[src/rtl/deck_dealer.sv]
// Deck owner and N-card dealer: keeps the availability mask and its popcount,
// drives the single-card draw engine. Returns to the deck exist only with DECK_RET_EN.
module deck_dealer #(
    parameter int DECK_SIZE = 106,
    parameter int IDX_W     = 7,
    parameter int NUM_W     = 4,
    parameter int MAX_DEAL  = 14
) (
    input  logic                 clk,
    input  logic                 rst,
    input  logic                 interboard_rst,
    input  logic                 deal_req,
    input  logic [NUM_W-1:0]     deal_num,
    input  logic                 draw_ready,
    input  logic                 draw_done,
    input  logic [IDX_W-1:0]     drawn_idx,
    input  logic                 ret_valid,
    input  logic [IDX_W-1:0]     ret_idx,
    output logic                 draw_one,
    output logic [DECK_SIZE-1:0] available_card,
    output logic [IDX_W-1:0]     remain_cnt,
    output logic                 card_valid,
    output logic [IDX_W-1:0]     card_idx,
    output logic                 busy,
    output logic                 deal_done,
    output logic                 deal_short,
    output logic                 ret_err
);

    typedef enum logic [1:0] {IDLE, REQ, WAIT, FIN} state_e;

    state_e               state_q, state_d;
    logic [NUM_W-1:0]     left_q, left_d;
    logic [DECK_SIZE-1:0] avail_q, avail_d;
    logic [IDX_W-1:0]     remain_q, remain_d;
    logic [IDX_W-1:0]     card_idx_q, card_idx_d;
    logic                 card_valid_q, card_valid_d;
    logic                 draw_one_q, draw_one_d;
    logic                 deal_short_q, deal_short_d;
    logic                 ret_err_q, ret_err_d;
    logic                 clr_card, set_card, draw_ok;

    wire reset_any = rst | interboard_rst;

`ifndef DECK_RET_EN
    logic ret_unused;
    assign ret_unused = ^{ret_valid, ret_idx};
`endif

    always_comb begin
        state_d      = state_q;
        left_d       = left_q;
        avail_d      = avail_q;
        card_idx_d   = card_idx_q;
        card_valid_d = 1'b0;
        draw_one_d   = 1'b0;
        deal_short_d = deal_short_q;
        ret_err_d    = 1'b0;
        clr_card     = 1'b0;
        set_card     = 1'b0;
        // An out-of-range or already-dealt index is a failed draw and is retried
        draw_ok      = (drawn_idx < IDX_W'(DECK_SIZE)) && avail_q[drawn_idx];

        unique case (state_q)
            IDLE: begin
                if (deal_req) begin
                    deal_short_d = 1'b0;
                    if (deal_num != '0) begin
                        left_d  = (deal_num > NUM_W'(MAX_DEAL)) ? NUM_W'(MAX_DEAL) : deal_num;
                        state_d = REQ;
                    end else begin
                        state_d = FIN;
                    end
                end
            end
            REQ: begin
                if (remain_q == '0) begin
                    deal_short_d = 1'b1;
                    state_d      = FIN;
                end else if (draw_ready) begin
                    draw_one_d = 1'b1;
                    state_d    = WAIT;
                end
            end
            WAIT: begin
                if (draw_done) begin
                    if (draw_ok) begin
                        avail_d[drawn_idx] = 1'b0;
                        clr_card           = 1'b1;
                        card_valid_d       = 1'b1;
                        card_idx_d         = drawn_idx;
                        left_d             = left_q - 1'b1;
                        state_d            = (left_q == NUM_W'(1)) ? FIN : REQ;
                    end else begin
                        state_d = REQ;
                    end
                end
            end
            default: state_d = IDLE;
        endcase

`ifdef DECK_RET_EN
        // A legal return can never target the bit being cleared by a draw
        if (ret_valid) begin
            if ((ret_idx < IDX_W'(DECK_SIZE)) && !avail_q[ret_idx]) begin
                avail_d[ret_idx] = 1'b1;
                set_card         = 1'b1;
            end else begin
                ret_err_d = 1'b1;
            end
        end
`endif

        remain_d = remain_q - IDX_W'(clr_card) + IDX_W'(set_card);
    end

    always_ff @(posedge clk) begin
        if (reset_any) begin
            state_q      <= IDLE;
            left_q       <= '0;
            avail_q      <= '1;
            remain_q     <= IDX_W'(DECK_SIZE);
            card_idx_q   <= '0;
            card_valid_q <= 1'b0;
            draw_one_q   <= 1'b0;
            deal_short_q <= 1'b0;
            ret_err_q    <= 1'b0;
        end else begin
            state_q      <= state_d;
            left_q       <= left_d;
            avail_q      <= avail_d;
            remain_q     <= remain_d;
            card_idx_q   <= card_idx_d;
            card_valid_q <= card_valid_d;
            draw_one_q   <= draw_one_d;
            deal_short_q <= deal_short_d;
            ret_err_q    <= ret_err_d;
        end
    end

    assign draw_one       = draw_one_q;
    assign available_card = avail_q;
    assign remain_cnt     = remain_q;
    assign card_valid     = card_valid_q;
    assign card_idx       = card_idx_q;
    assign busy           = (state_q != IDLE);
    assign deal_done      = (state_q == FIN);
    assign deal_short     = deal_short_q;
    assign ret_err        = ret_err_q;

endmodule

[config.mk]
export PLATFORM = sky130hd
export DESIGN_NAME = deck_dealer
export DESIGN_NICKNAME = d
export VERILOG_FILES = /design/src/rtl/deck_dealer.sv
export SDC_FILE = /design/constraint.sdc
export NUM_CORES = 1
export LEC_CHECK = 0
export ABC_AREA = 1
export CAP_MARGIN = 20
export CORE_MARGIN = 4
export CORE_UTILIZATION = 30
export DETAILED_ROUTE_END_ITERATION = 16
export DONT_BUFFER_PORTS = 1
export GPL_TIMING_DRIVEN = 0
export PLACE_DENSITY = 0.53
export SYNTH_ARGS = -nofsm -noshare
export SYNTH_HDL_FRONTEND = slang
export SYNTH_SLANG_ARGS = --single-unit
[constraint.sdc]
create_clock -name clk -period 5 [get_ports clk]
set_clock_uncertainty 0.05 [all_clocks]
set_input_delay 0.5 -clock clk [delete_from_list [all_inputs] [get_ports clk]]
set_output_delay 0.5 -clock clk [all_outputs]
set_load 0.01 [all_outputs]
==> results of run 1 <==
==> cell type report <==
cell class	count	area, sq um	share of cell area
clock inverters	7	87.6	0.0126
clock buffers	21	460	0.0660
multi-input cells	622	2860	0.410
inverters	105	394	0.0565
plain buffers	52	263	0.0377
well taps	265	332	0.0475
flip-flops and latches	129	2580	0.370
==> sequential cells by signal, indices dropped and copies added (netlist names) <==
signal	count
remain_cnt	7
state_q	2
left_q	4
deal_short	1
card_valid	1
available_card	106
card_idx	7
draw_one	1
==> how the worst max path moves through the flow <==
stage / to / slack, ns / startpoint
after floorplan: remain_cnt[2] / 2.27 / drawn_idx[0]
after global placement: remain_cnt[4] / 1.59 / drawn_idx[0]
after detailed placement: remain_cnt[4] / 1.59 / drawn_idx[0]
after CTS: remain_cnt[4] / 2.00 / drawn_idx[0]
after global routing: remain_cnt[4] / 1.76 / drawn_idx[0]
final: remain_cnt[4] / 1.99 / drawn_idx[0]
==> per-layer routing <==
metal / track usage / vias up / part of all wire
li1: - / 2931 / -
met1: 0.265 / 2782 / 0.43
met2: 0.311 / 215 / 0.45
met3: 0.0810 / 25 / 0.11
met4: 0.0517 / 0 / 0.013
met5: 0 / - / 0
==> power by group <==
group	switching (mW)	leakage (nW)	internal (mW)
sequential	0.00485	1.04	1.03
combinational	0.144	2.00	0.0491
clock	0.446	0.270	0.744
==> critical path, cell delays in order <==
cell and delay [ns]:
buf_4 0.14, buf_2 0.29, o21ai_0 0.18, nand2_1 0.08, nand2_1 0.05, nand2_1 0.05, nand2_1 0.06, nand2_1 0.06
nand2_1 0.05, nor2_1 0.22, nor2_1 0.11, o21bai_2 0.29, inv_1 0.15, buf_2 0.21, ha_1 0.22, ha_1 0.19
nand2_1 0.13, nor2_1 0.07, xnor2_1 0.14, nor2_1 0.05
==> placed cells by master, fill, tap and decap left out, types with 2 or more instances in the layout <==
master,n
nand2_1,218
nor2_1,188
dfxtp_1,129
inv_1,104
a22oi_1,68
a21oi_1,49
o21ai_0,46
buf_2,24
nand3_1,24
clkbuf_1,23
clkbuf_16,17
buf_6,4
nor3_1,4
ha_1,4
clkinv_2,4
nor4_1,3
buf_4,2
o21ai_1,2
o211ai_1,2
xor2_1,2
mux2i_1,2
bufinv_16,2
clkbuf_8,2
==> kinds of logic after synthesis <==
kind of cell / after synthesis / synth area share
mux: 2 / 0.00328
compound gates: 171 / 0.171
other cells: 1 / 0.000615
xor+xnor: 3 / 0.00431
fa+ha+maj: 4 / 0.00821
flops: 129 / 0.423
simple gates: 441 / 0.281
buf+inv: 157 / 0.108
==> flow_metrics.env, run 1 <==
export IMPL_run_status="completed"
export IMPL_tightest_slew_ns=0.987
export IMPL_p_leak_nw=3.31
export IMPL_r2r_start="available_card[41]"
export IMPL_dp_hpwl_um=16200
export IMPL_post_route_util=0.354
export IMPL_syn_mean_instance_area_sq_um=6.72
export IMPL_cap_violations=0
export IMPL_clock_latency_ns=0.42
export IMPL_synthDistinctLibCells=31
export IMPL_grt_max_degree=17
export IMPL_yosysWarnings=0
export IMPL_final_cells=1201
export IMPL_synth_seq_area_share=0.423
export IMPL_synth_top_area_frac=0.423
export IMPL_critical_path_class="in2reg"
export IMPL_yosysTopAreaCell="dfxtp_1"
export IMPL_final_hold_viol_count=0
export IMPL_diodes=0
export IMPL_hold_buffers=0
export IMPL_fmaxAchievable_mhz=332
export IMPL_r2r_end="remain_cnt[4]"
export IMPL_cts_buffer_depth=2
export IMPL_syn_area_sq_um=6100
export IMPL_fin_hold_ws_ns=0.179
export IMPL_yosysMostFrequentCell="nand2_1"
export IMPL_clock_sinks=129
export IMPL_yosys_register_bits=129
export IMPL_async_flop_share=0
export IMPL_rsz0062_at_grt="no"
export IMPL_fp_dieH_um=151
export IMPL_placedCellCount=1173
export IMPL_wl_per_cell_um=19.2
export IMPL_required_ns=5.24
export IMPL_htree_levels=4
export IMPL_vias=5953
export IMPL_first_global_vias=5594
export IMPL_worstHoldPathCells=2
export IMPL_cts_setup_buffers=0
export IMPL_place_ws_ns=1.59
export IMPL_vias_per_cell=4.96
export IMPL_fin_tns_setup_ns=0
export IMPL_holdCritStartpoint="draw_ready"
export IMPL_synth_fp_nets=937
export IMPL_hold_end="draw_one"
export IMPL_boundaryPins=151
export IMPL_route_detailed_drc=0
export IMPL_antenna_found_initial=0
export IMPL_r2r_cells=19
export IMPL_arrival_ns=3.25
export IMPL_rows=51
export IMPL_final_cell_area_sq_um=6980
export IMPL_slew_violations=0
export IMPL_r2r_setup_slack_ns=2.10
export IMPL_path_max_fanout=10
export IMPL_io_buffers=0
export IMPL_synthCells=908
export IMPL_synthToLayoutAreaGrowth_pct=14.4
export IMPL_startpoint_type="input pin"
export IMPL_finalWirelength_um=23100
export IMPL_finalSetupViolCount=0
export IMPL_gp_congestion=0.845
export IMPL_irDropWorstVdd_uv=232
export IMPL_maxSlewHeadroom=0.342
export IMPL_hp_class="in2reg"
export IMPL_powerDensity_nw_per_um2=347
export IMPL_cts_resized=0
export IMPL_layout_nets=956
export IMPL_period_needed_ns=3.01
export IMPL_place_area_sq_um=6430
export IMPL_synth_commonest_cells="nand2_1, nor2_1, dfxtp_1, inv_1, a22oi_1"
export IMPL_fill_cells=2208
export IMPL_start_util=0.309
export IMPL_core_area_sq_um=19700
export IMPL_tritoncts="built"
export IMPL_postSynth_topFlopCell="dfxtp_1"
export IMPL_numCtsBuffers=17
export IMPL_drt_iter0_drc=442
export IMPL_total_power_mw=2.42
export IMPL_overflow=0
export IMPL_chipWidth_um=151
export IMPL_synth_edf_count=0
export IMPL_ys_top_cells_by_area="dfxtp_1, nand2_1, nor2_1, a22oi_1, inv_1"
export IMPL_drive_gt1_frac=0.0641
export IMPL_clk_pin_slew_worst_paths_ns=0.05
export IMPL_ant_nets=0
export IMPL_clock_root_buffer="clkbuf_16"
export IMPL_grt_pass1_wl_um=34300
export IMPL_die_area_sq_um=22700
export IMPL_end_kind="flip-flop"
export IMPL_grt_usage=0.202
export IMPL_finalCritPeriodShare=0.603
export IMPL_postLayoutSetupSlackWorst_ns=1.99
export IMPL_firstDrtPassIters=5
No activity file was read; power rests on OpenSTA's default activity.
==> inputs of run 2 (changes only) <==
PLACE_DENSITY = 0.54   (was 0.53)
clock period = 2.7 ns   (was 5 ns; I/O delays follow)
==> flow_metrics.env, run 2 (same netlist as run 1, synthesis figures left out) <==
export IMPL_boundaryPins=151
export IMPL_path_max_fanout=10
export IMPL_grt_max_degree=17
export IMPL_htree_levels=4
export IMPL_powerDensity_nw_per_um2=649
export IMPL_drt_iter0_drc=522
export IMPL_ant_nets=0
export IMPL_firstDrtPassIters=5
export IMPL_r2r_end="remain_cnt[4]"
export IMPL_clock_latency_ns=0.43
export IMPL_cts_buffer_depth=2
export IMPL_drive_gt1_frac=0.118
export IMPL_chipWidth_um=151
export IMPL_run_status="completed"
export IMPL_r2r_cells=19
export IMPL_finalCritPeriodShare=0.927
export IMPL_route_detailed_drc=0
export IMPL_grt_pass1_wl_um=34500
export IMPL_p_leak_nw=3.34
export IMPL_tritoncts="built"
export IMPL_tightest_slew_ns=0.961
export IMPL_place_area_sq_um=6430
export IMPL_place_ws_ns=-0.495
export IMPL_arrival_ns=2.75
export IMPL_start_util=0.309
export IMPL_vias=5995
export IMPL_finalWirelength_um=23300
export IMPL_numCtsBuffers=17
export IMPL_largest_reg_flops=106
export IMPL_core_area_sq_um=19700
export IMPL_post_route_util=0.365
export IMPL_clock_root_buffer="clkbuf_16"
export IMPL_grt_usage=0.204
export IMPL_layout_nets=963
export IMPL_final_cell_area_sq_um=7190
export IMPL_finalSetupViolCount=0
export IMPL_overflow=0
export IMPL_critical_path_class="reg2reg"
export IMPL_r2r_setup_slack_ns=0.20
export IMPL_hp_class="in2reg"
export IMPL_end_kind="flip-flop"
export IMPL_worstHoldPathCells=3
export IMPL_wl_per_cell_um=19.2
export IMPL_synthToLayoutAreaGrowth_pct=17.9
export IMPL_fmaxAchievable_mhz=399
export IMPL_fp_dieH_um=151
export IMPL_vias_per_cell=4.95
export IMPL_final_hold_viol_count=0
export IMPL_rows=51
export IMPL_fin_hold_ws_ns=0.0253
export IMPL_clk_pin_slew_worst_paths_ns=0.06
export IMPL_period_needed_ns=2.50
export IMPL_first_global_vias=5532
export IMPL_gp_congestion=0.844
export IMPL_holdCritStartpoint="deal_num[0]"
export IMPL_io_buffers=0
export IMPL_cap_violations=0
export IMPL_startpoint_type="flip-flop"
export IMPL_irDropWorstVdd_uv=437
export IMPL_postLayoutSetupSlackWorst_ns=0.197
export IMPL_slew_violations=0
export IMPL_required_ns=2.95
export IMPL_maxSlewHeadroom=0.360
export IMPL_hold_end="state_q[1]"
export IMPL_dp_hpwl_um=16200
export IMPL_die_area_sq_um=22700
export IMPL_final_cell_mix="nand2_1, nor2_1, inv_1, dfxtp_1, a22oi_1"
export IMPL_diodes=0
export IMPL_fill_cells=2136
export IMPL_clock_sinks=129
export IMPL_r2r_start="available_card[47]"
export IMPL_antenna_found_initial=0
export IMPL_final_common_cell="nand2_1"
==> run 2: changes by cell type in the layout (fill, tap and decap cells not counted), moves of 3 or more <==
cell	delta
inv_2	+3
dfxtp_1	-35
o21ai_1	+5
inv_1	-3
nor2_1	-6
o21ai_0	-5
dlygate4sd3_1	+5
nor2_2	+4
dfxtp_2	+35
==> run 2: worst max-delay path by stage <==
stage	startpoint	to	slack, ns	depth (start not counted)
after floorplan	drawn_idx[0]	remain_cnt[2]	0.20	19
after global placement	drawn_idx[0]	remain_cnt[4]	-0.47	20
after global routing	available_card[86]	remain_cnt[4]	-0.02	19
final	available_card[47]	remain_cnt[4]	0.20	19
after CTS	available_card[41]	remain_cnt[4]	0.02	19
after detailed placement	drawn_idx[0]	remain_cnt[4]	-0.50	20
==> run 2: cell type report <==
class,count,area [sq um],share of cell area
inverters,105,394,0.0548
flip-flops and latches,129,2630,0.365
plain buffers,52,269,0.0374
multi-input cells,622,2900,0.404
repair buffers,7,65.1,0.00905
clock buffers,23,468,0.0651
well taps,265,332,0.0461
clock inverters,9,131,0.0183
==> run 2: per-stage QoR <==
stage          setup TNS (ns)  instances  total power, mW
3_3_place_gp            -1.83       1173             2.31
6_report                    0       1212             4.67
3_5_place_dp            -2.06       1173             2.31
2_1_floorplan               0        908             2.20
4_1_cts                     0       1211             4.68
5_1_grt               -0.0176       1212             4.81
==> run 2: power by group <==
part | switching, mW | internal (mW) | leakage (nW) | total [mW]
Combinational | 0.275 | 0.101 | 2.03 | 0.376
Clock | 0.874 | 1.50 | 0.283 | 2.37
Sequential | 0.00890 | 1.91 | 1.03 | 1.92
==> run 2: per-layer routing <==
metal / vias up / share of wire / track usage
li1: 2948 / - / -
met1: 2794 / 0.42 / 0.271
met2: 228 / 0.45 / 0.314
met3: 25 / 0.11 / 0.0795
met4: 0 / 0.014 / 0.0467
met5: - / 0 / 0
==> run 2: what timing repair did <==
action,in CTS,in global routing
resized for setup,4,54
hold endpoints to repair,5,0
hold buffers,5,0
setup buffers,1,1
endpoints found under the setup margin,3,5
pin swaps,1,7
==> run 2: worst max-delay path, stage by stage, from the launching register on <==
cell and delay (ns):
dfxtp_1 0.34, inv_1 0.08, nand2_1 0.05, nand3_1 0.08
nand2_1 0.07, nor2_2 0.16, nor2_1 0.06, nor2_1 0.10
nand2_1 0.05, nand2_1 0.07, nand3_2 0.14, o21bai_4 0.16
inv_2 0.08, buf_6 0.14, ha_1 0.20, ha_2 0.19
nand2_2 0.10, nor2_1 0.06, xnor2_1 0.15, nor2_1 0.05
==> inputs of run 3 (changes only) <==
CAP_MARGIN = 40   (was 20)
clock period = 2.11 ns   (was 2.7 ns; I/O delays follow)
==> flow_metrics.env, run 3 (same netlist as run 1, synthesis figures left out) <==
export IMPL_run_status="finished, violations left"
export IMPL_violations="setup timing"
export IMPL_gp_congestion=0.821
export IMPL_start_util=0.309
export IMPL_r2r_end="remain_cnt[4]"
export IMPL_final_hold_viol_count=0
export IMPL_core_area_sq_um=19700
export IMPL_worstHoldPathCells=4
export IMPL_largest_reg_flops=106
export IMPL_critical_path_class="reg2reg"
export IMPL_grt_max_degree=17
export IMPL_synthToLayoutAreaGrowth_pct=30.5
export IMPL_io_buffers=0
export IMPL_fin_tns_setup_ns=-16.01
export IMPL_p_switching_mw=1.57
export IMPL_power_frac_seq=0.409
export IMPL_die_area_sq_um=22700
export IMPL_htree_levels=4
export IMPL_clock_root_buffer="clkbuf_16"
export IMPL_clock_sinks=129
export IMPL_clk_pin_slew_worst_paths_ns=0.06
export IMPL_hp_class="in2reg"
export IMPL_irDropWorstVdd_uv=598
export IMPL_final_cell_mix="nand2_1, nor2_1, inv_1, a22oi_1, dfxtp_2"
export IMPL_finalSetupViolCount=122
export IMPL_ff_latch_area_sq_um=2700
export IMPL_dp_hpwl_um=16400
export IMPL_grt_pass1_wl_um=35400
export IMPL_final_common_cell="nand2_1"
export IMPL_final_cell_area_sq_um=7960
export IMPL_overflow=0
export IMPL_cts_buffer_depth=2
export IMPL_end_kind="flip-flop"
export IMPL_postLayoutSetupSlackWorst_ns=-0.240
export IMPL_grt_usage=0.208
export IMPL_cap_violations=0
export IMPL_fp_dieH_um=151
export IMPL_wl_per_cell_um=19.7
export IMPL_r2r_cells=19
export IMPL_total_power_mw=5.98
export IMPL_place_ws_ns=-0.617
export IMPL_p_leak_nw=3.51
export IMPL_vias=6229
export IMPL_maxSlewHeadroom=0.380
export IMPL_path_max_fanout=4
export IMPL_place_area_sq_um=6640
export IMPL_required_ns=2.35
export IMPL_tightest_slew_ns=0.930
export IMPL_finalCritPeriodShare=1.11
export IMPL_switching_share=0.262
export IMPL_first_global_vias=5816
export IMPL_period_needed_ns=2.35
export IMPL_antenna_found_initial=0
export IMPL_combPwrFrac=0.092
export IMPL_fmaxAchievable_mhz=426
export IMPL_powerDensity_nw_per_um2=751
export IMPL_vias_per_cell=5.04
export IMPL_p_clk_frac=0.500
export IMPL_fill_cells=2084
export IMPL_numCtsBuffers=17
export IMPL_rsz0062_at_grt="yes"
export IMPL_boundaryPins=151
export IMPL_p_int_mw=4.41
export IMPL_r2r_start="available_card[37]"
export IMPL_tritoncts="built"
export IMPL_diodes=0
export IMPL_arrival_ns=2.59
export IMPL_fin_hold_ws_ns=0.0236
export IMPL_ant_nets=0
export IMPL_clock_latency_ns=0.43
export IMPL_final_cells=1237
export IMPL_rows=51
export IMPL_finalWirelength_um=24400
export IMPL_cp_endpoint="remain_cnt[4]"
export IMPL_drive_gt1_frac=0.221
export IMPL_r2r_setup_slack_ns=-0.24
export IMPL_crit_start="available_card[37]"
export IMPL_post_route_util=0.404
export IMPL_startpoint_type="flip-flop"
export IMPL_drt_iter0_drc=512
export IMPL_firstDrtPassIters=5
export IMPL_route_detailed_drc=0
export IMPL_multi_input_area_sq_um=3010
export IMPL_placedCellCount=1176
export IMPL_layout_nets=988
export IMPL_slew_violations=0
export IMPL_chipWidth_um=151
[run 3: cell types whose count changed in the layout (fill, tap and decap cells not counted), sizes merged]
cell / change
clkinvlp: +3
bufinv: -1
dlygate4sd3: +4
clkbuf: +2
buf: +15
bufbuf: +1
clkinv: +1
[run 3: worst min-delay path by stage]
stage,end,start
floorplan,draw_one,draw_ready
global placement,card_idx[6],drawn_idx[6]
detailed placement,draw_one,draw_ready
CTS,left_q[2],deal_num[2]
global route,left_q[2],deal_num[2]
finish,left_q[2],deal_num[2]
[run 3: critical path, cell delays in order (launching register included)]
cell and delay, ns:
dfxtp_4 0.36, inv_2 0.06, nand2_1 0.06, nand3_2 0.10, nand2_2 0.06, nor2_2 0.13
nor2_1 0.05, nor2_1 0.08, nand2_1 0.06, nand2_1 0.08, nand3_2 0.14, o21bai_4 0.19
inv_2 0.06, buf_6 0.13, ha_4 0.16, ha_4 0.16, nand2_4 0.08, nor2_4 0.04
xnor2_2 0.13, nor2_1 0.05
[run 3: power groups by stage]
stage,logic (mW),clock network [mW],registers (mW)
after floorplan,0.340,0,2.51
after global placement,0.486,0,2.51
after detailed placement,0.490,0,2.51
after CTS,0.520,3.01,2.45
after global routing,0.597,3.13,2.44
final,0.548,2.98,2.44
[run 3: area by class of cell]
cell class / instances / area share
inverter: 105 / 0.0500
clock buffer: 20 / 0.0574
tap: 265 / 0.0417
multi-input combinational: 622 / 0.379
timing repair buffer: 33 / 0.0586
buffer: 51 / 0.0579
sequential: 129 / 0.339
clock inverter: 12 / 0.0168
[run 3: metal layers]
layer	vias to the layer above	track usage	wire length, um
met1	2945	0.268	10300
met3	32	0.0692	2380
met5	-	0	0
li1	3015	-	-
met2	237	0.333	11200
met4	0	0.0598	416
[run 3: timing repair]
item,in CTS,in global routing
pin swaps,13,15
buffers inserted,9,6
endpoints found under the hold margin,8,0
endpoints found under the setup margin,117,125
hold buffers,9,0
cloned,1,5
gates resized for setup,93,91
